**config.mk**
```make
export PLATFORM = sky130hd
export DESIGN_NAME = ipu_frame_ctrl
export DESIGN_NICKNAME = d
export VERILOG_FILES = /design/src/rtl/ipu_frame_ctrl.sv
export SDC_FILE = /design/constraint.sdc
export NUM_CORES = 1
export LEC_CHECK = 0
export ABC_AREA = 1
export CORE_AREA = 8 8 73 75
export CTS_CLUSTER_SIZE = 14
export DETAILED_ROUTE_END_ITERATION = 10
export DIE_AREA = 0 0 81 83
export PLACE_DENSITY = 0.81
export REMOVE_ABC_BUFFERS = 1
export SETUP_SLACK_MARGIN = 0.02
export SLEW_MARGIN = 5
export SYNTH_ARGS = -nofsm -noshare
export SYNTH_HDL_FRONTEND = slang
export SYNTH_SLANG_ARGS = --single-unit
```
**constraint.sdc**
```tcl
create_clock -name clk -period 3.9 [get_ports clk]
set_input_delay 0.78 -clock clk [delete_from_list [all_inputs] [get_ports clk]]
set_output_delay 0.78 -clock clk [all_outputs]
set_load 0.005 [all_outputs]
```
**src/rtl/ipu_frame_ctrl.sv**
```systemverilog
// Frame sequencer gating the IPU pixel stream into whole IMG_WIDTH x IMG_HEIGHT frames.
// Latency: zero, with combinational pass-through of data, valid and ready.
// Backpressure: downstream ready feeds upstream ready while the gate is open. Outside RUN/DRAIN both sides are stalled.
module ipu_frame_ctrl #(
    parameter int IMG_WIDTH   = 8,
    parameter int IMG_HEIGHT  = 8,
    parameter int FRAME_CNT_W = 8
) (
    input  logic                          clk,
    input  logic                          nrst,
    input  logic                          start,
    input  logic                          stop,
    input  logic [FRAME_CNT_W-1:0]        frames_req,
    input  logic                          s_pixel_valid,
    output logic                          s_pixel_ready,
    input  logic [23:0]                   s_pixel_data,
    output logic                          m_pixel_valid,
    input  logic                          m_pixel_ready,
    output logic [23:0]                   m_pixel_data,
    output logic                          m_sof,
    output logic                          m_eol,
    output logic                          m_eof,
    output logic [$clog2(IMG_WIDTH)-1:0]  x_pos,
    output logic [$clog2(IMG_HEIGHT)-1:0] y_pos,
    output logic                          busy,
    output logic                          done,
    output logic [FRAME_CNT_W-1:0]        frames_done
);

    localparam int XW = $clog2(IMG_WIDTH);
    localparam int YW = $clog2(IMG_HEIGHT);

    typedef enum logic [1:0] {IDLE, RUN, DRAIN, DONE} state_t;

    state_t                 state;
    logic [FRAME_CNT_W-1:0] req_q;
    logic [FRAME_CNT_W-1:0] frames_inc;
    logic                   beat;
    logic                   x_last;
    logic                   y_last;
    logic                   eof_beat;

    // busy is registered as exactly (state == RUN || state == DRAIN), so it is the gate
    assign m_pixel_valid = s_pixel_valid & busy;
    assign s_pixel_ready = m_pixel_ready & busy;
    assign m_pixel_data  = s_pixel_data;
    assign beat          = m_pixel_valid & m_pixel_ready;

    assign x_last     = (x_pos == XW'(IMG_WIDTH - 1));
    assign y_last     = (y_pos == YW'(IMG_HEIGHT - 1));
    assign m_sof      = m_pixel_valid & (x_pos == '0) & (y_pos == '0);
    assign m_eol      = m_pixel_valid & x_last;
    assign m_eof      = m_pixel_valid & x_last & y_last;
    assign eof_beat   = beat & x_last & y_last;
    assign frames_inc = frames_done + FRAME_CNT_W'(1);

    always_ff @(posedge clk or negedge nrst) begin
        if (!nrst) begin
            state       <= IDLE;
            busy        <= 1'b0;
            done        <= 1'b0;
            x_pos       <= '0;
            y_pos       <= '0;
            frames_done <= '0;
            req_q       <= '0;
        end else begin
            done <= 1'b0;
            if (beat) begin
                if (x_last) begin
                    x_pos <= '0;
                    y_pos <= y_last ? '0 : y_pos + YW'(1);
                end else begin
                    x_pos <= x_pos + XW'(1);
                end
            end
            case (state)
                IDLE: begin
                    if (start && !stop) begin
                        state       <= RUN;
                        busy        <= 1'b1;
                        req_q       <= frames_req;
                        frames_done <= '0;
                        x_pos       <= '0;
                        y_pos       <= '0;
                    end
                end
                RUN: begin
                    if (eof_beat) begin
                        frames_done <= frames_inc;
                        if (stop || (req_q != '0 && frames_inc == req_q)) begin
                            state <= DONE;
                            busy  <= 1'b0;
                            done  <= 1'b1;
                        end
                    end else if (stop) begin
                        state <= DRAIN;
                    end
                end
                DRAIN: begin
                    if (eof_beat) begin
                        frames_done <= frames_inc;
                        state       <= DONE;
                        busy        <= 1'b0;
                        done        <= 1'b1;
                    end
                end
                default: begin
                    state <= IDLE;
                end
            endcase
        end
    end

endmodule

```
==> results.yml <==
global_route:
  grt_overflow_total: 0
  grt_pass1_wl_um: 7270
  antenna_found_initial: 0
  grt_pass1_vias: 1597
  grt_util_all_layers: 0.134
  grt_max_degree: 27
routing:
  antenna_left: 0
  wire_per_inst_um: 14.4
  drc_errors: 0
  wirelength_um: 4420
  vias: 1555
  drt_iter0_markers: 82
  detailedRoute.firstPassIterationCount: 4
  avgViaCountPerCell: 5.07
setup_path:
  cpPeakStageDelay_ps: 560
  crit_top_cell: "clkdlybuf4s50_1"
  critical_path.top_delay_family: "buffers and inverters"
  startpoint_type: "primary input"
  crit_chain: "clkdlybuf4s50_1 > nand2_2 > nor4_1 > clkdlybuf4s50_1"
  crit_type: "in -> out"
  end_kind: "primary output"
  crit_slowest_cell: "clkdlybuf4s50_1"
  worstPathMaxFanout: 5
  critPathArrivalTime_ps: 2160
  cp_data_required_time_ps: 3120
  crit_buf_inv: 2
synthesis:
  synth_area_leaders: "dfrtp_1 (36%), nand2_1 (13%), buf_4 (9.8%), ha_1 (7.5%), inv_1 (7.0%)"
  syn_area_mm2: 0.00183
  yosysSeqAreaShare: 0.355
  synth_top_area_share: 0.355
  avgSynthCellArea_um2: 7.63
  yosysWarningCount: 0
  yosysTopAreaCell: "dfrtp_1"
  syn_inst: 240
  ys_ff_latch: 26
  ys_types: 29
clocking:
  cts_hold_buf: 0
  cts_tree: "done"
  cts_setup_buffers: 0
  cts_sinks: 26
  root_buffer: "clkbuf_8"
  h-tree-depth: 1
  cts_buffers: 3
  clk_path_buf_depth: 2
  ctsResizeCount: 0
  insertion_delay_ps: 270
  path_clk_slew_ps: 90
layout:
  mostFrequentLayoutCells: "nand2_1 (63), inv_1 (34), clkdlybuf4s50_1 (34)"
  synthToLayoutAreaGrowth_pct: 15.9
  final_area_mm2: 0.00212
  antennaDiodeCount: 0
  layout_commonest_cell: "nand2_1"
  nNetsFinal: 305
  drive_gt1_frac: 0.0980
place:
  numPortBuffers: 34
  dp_hpwl_um: 3500
  postPlaceCellArea_mm2: 0.00207
  gp_congestion: 0.842
sta:
  fin_worst_skew_ps: 1.98
  slew_headroom: 0.746
  finalHoldViolations: 0
  setup_viol: 0
  fmax_mhz: 340
  fin_crit_sh: 0.755
  rsz0062_at_grt: "no"
  slew_violations: 0
  tightest_slew_ps: 380
  fin_crit_ps: 2940
  fin_tns_setup_ps: 0
power:
  p_sw_w: 0.000450
  power_density_mw_per_mm2: 527
  p_sw_frac: 0.402
  p_int_w: 0.000669
  leakagePower_nw: 0.986
  combPwrFrac: 0.466
  pwr-share-clk: 0.160
  ir_drop_v: 0.000341
  seq_power_share: 0.374
worst_hold_path:
  hp-class: "reg -> reg"
floorplanning:
  core_area_mm2: 0.00420
  start_util: 0.435
  die_width_um: 81
  fp.dieArea_mm2: 0.00672
  rows: 24
  die_h_um: 83
  io_pins: 83
run_status:
  status: "finished, final reports clean"
run:
  maxCapViolations: 0
==> tightest hold or removal path, cell delays in order, from the launching register on <==
cell     delay [ps]
dfrtp_1         380
nand2_1          70
nand2_1          50
==> flip-flops by register name, summed over array words and instances (netlist names) <==
| signal | count |
|---|---|
| y_pos | 3 |
| busy | 1 |
| state | 2 |
| frames_done | 8 |
| req_q | 8 |
| x_pos | 3 |
| done | 1 |
==> synthesized netlist by cell type <==
cell type,instances
o22ai_1,6
o21ai_1,1
a211oi_1,2
a21oi_2,2
nand3_1,9
clkbuf_1,1
mux2i_1,1
xnor2_1,1
xor2_1,2
nor4_1,1
a31oi_1,1
a21oi_4,2
nand2_1,63
nand4_1,5
nand2_4,1
nand3b_1,2
o21ai_0,9
ha_1,11
inv_1,34
nor2_2,4
nor2_1,16
buf_4,24
a21oi_1,5
nor3_1,1
inv_2,2
dfrtp_1,26
nand2_2,4
nand3_2,2
nor2_4,2
==> layer usage <==
layer | wire length [µm] | vias to the layer above | track usage
met2 | 1990 | 64 | 0.198
met3 | 551 | 4 | 0.0819
li1 | - | 766 | -
met4 | 28 | 0 | 0.0228
met5 | 0 | - | 0.0333
met1 | 1850 | 721 | 0.161
==> metrics by stage <==
step                std cells  power (W)  hold WS [ps]  worst slack [ps]  utilization
floorplan                 215   0.000760           478              1980            -
global placement          303   0.000923           505              1000        0.492
detailed placement        303   0.000945           512               949        0.492
CTS                       307    0.00113           535               931        0.505
global route              307    0.00122           551               840        0.505
finish                    307    0.00112           529               955        0.505
==> worst paths after layout <==
check,cells after the start,from,to,slack (ps)
worst max-delay path,4,s_pixel_valid,m_sof,960
max in group asynchronous,2,nrst,frames_done[2]$_DFFE_PN0P_,2790
worst min-delay path,2,req_q[1]$_DFFE_PN0P_,req_q[1]$_DFFE_PN0P_,530
worst max register to register,14,frames_done[0]$_DFFE_PN0P_,state[0]$_DFFE_PN0P_,2020
min in group asynchronous,2,nrst,busy$_DFFE_PN0P_,860
worst min register to register,2,req_q[1]$_DFFE_PN0P_,req_q[1]$_DFFE_PN0P_,530
==> power groups by stage <==
| stage | combinational [W] | sequential, W | clock (W) |
|---|---|---|---|
| final | 0.000521 | 0.000419 | 0.000178 |
| after global routing | 0.000598 | 0.000434 | 0.000191 |
| after CTS | 0.000525 | 0.000419 | 0.000184 |
| after detailed placement | 0.000521 | 0.000424 | 0 |
| after global placement | 0.000501 | 0.000422 | 0 |
| after floorplan | 0.000348 | 0.000412 | 0 |
==> area by class of cell <==
| class | instances | area (µm²) |
|---|---|---|
| Multi-Input combinational cell | 153 | 861 |
| Fill cell | 417 | 2080 |
| Timing Repair Buffer | 36 | 355 |
| Sequential cell | 26 | 651 |
| Clock buffer | 4 | 55.1 |
| Tap cell | 52 | 65.1 |
| Inverter | 36 | 135 |
==> cell families after synthesis <==
kind of cell | Yosys count | share of synthesized area
flops | 26 | 0.355
simple gates | 110 | 0.275
buf+inv | 61 | 0.174
fa+ha+maj | 11 | 0.0752
compound gates | 28 | 0.100
mux | 1 | 0.00547
xor+xnor | 3 | 0.0144
No activity file was read; power rests on OpenSTA's default activity.
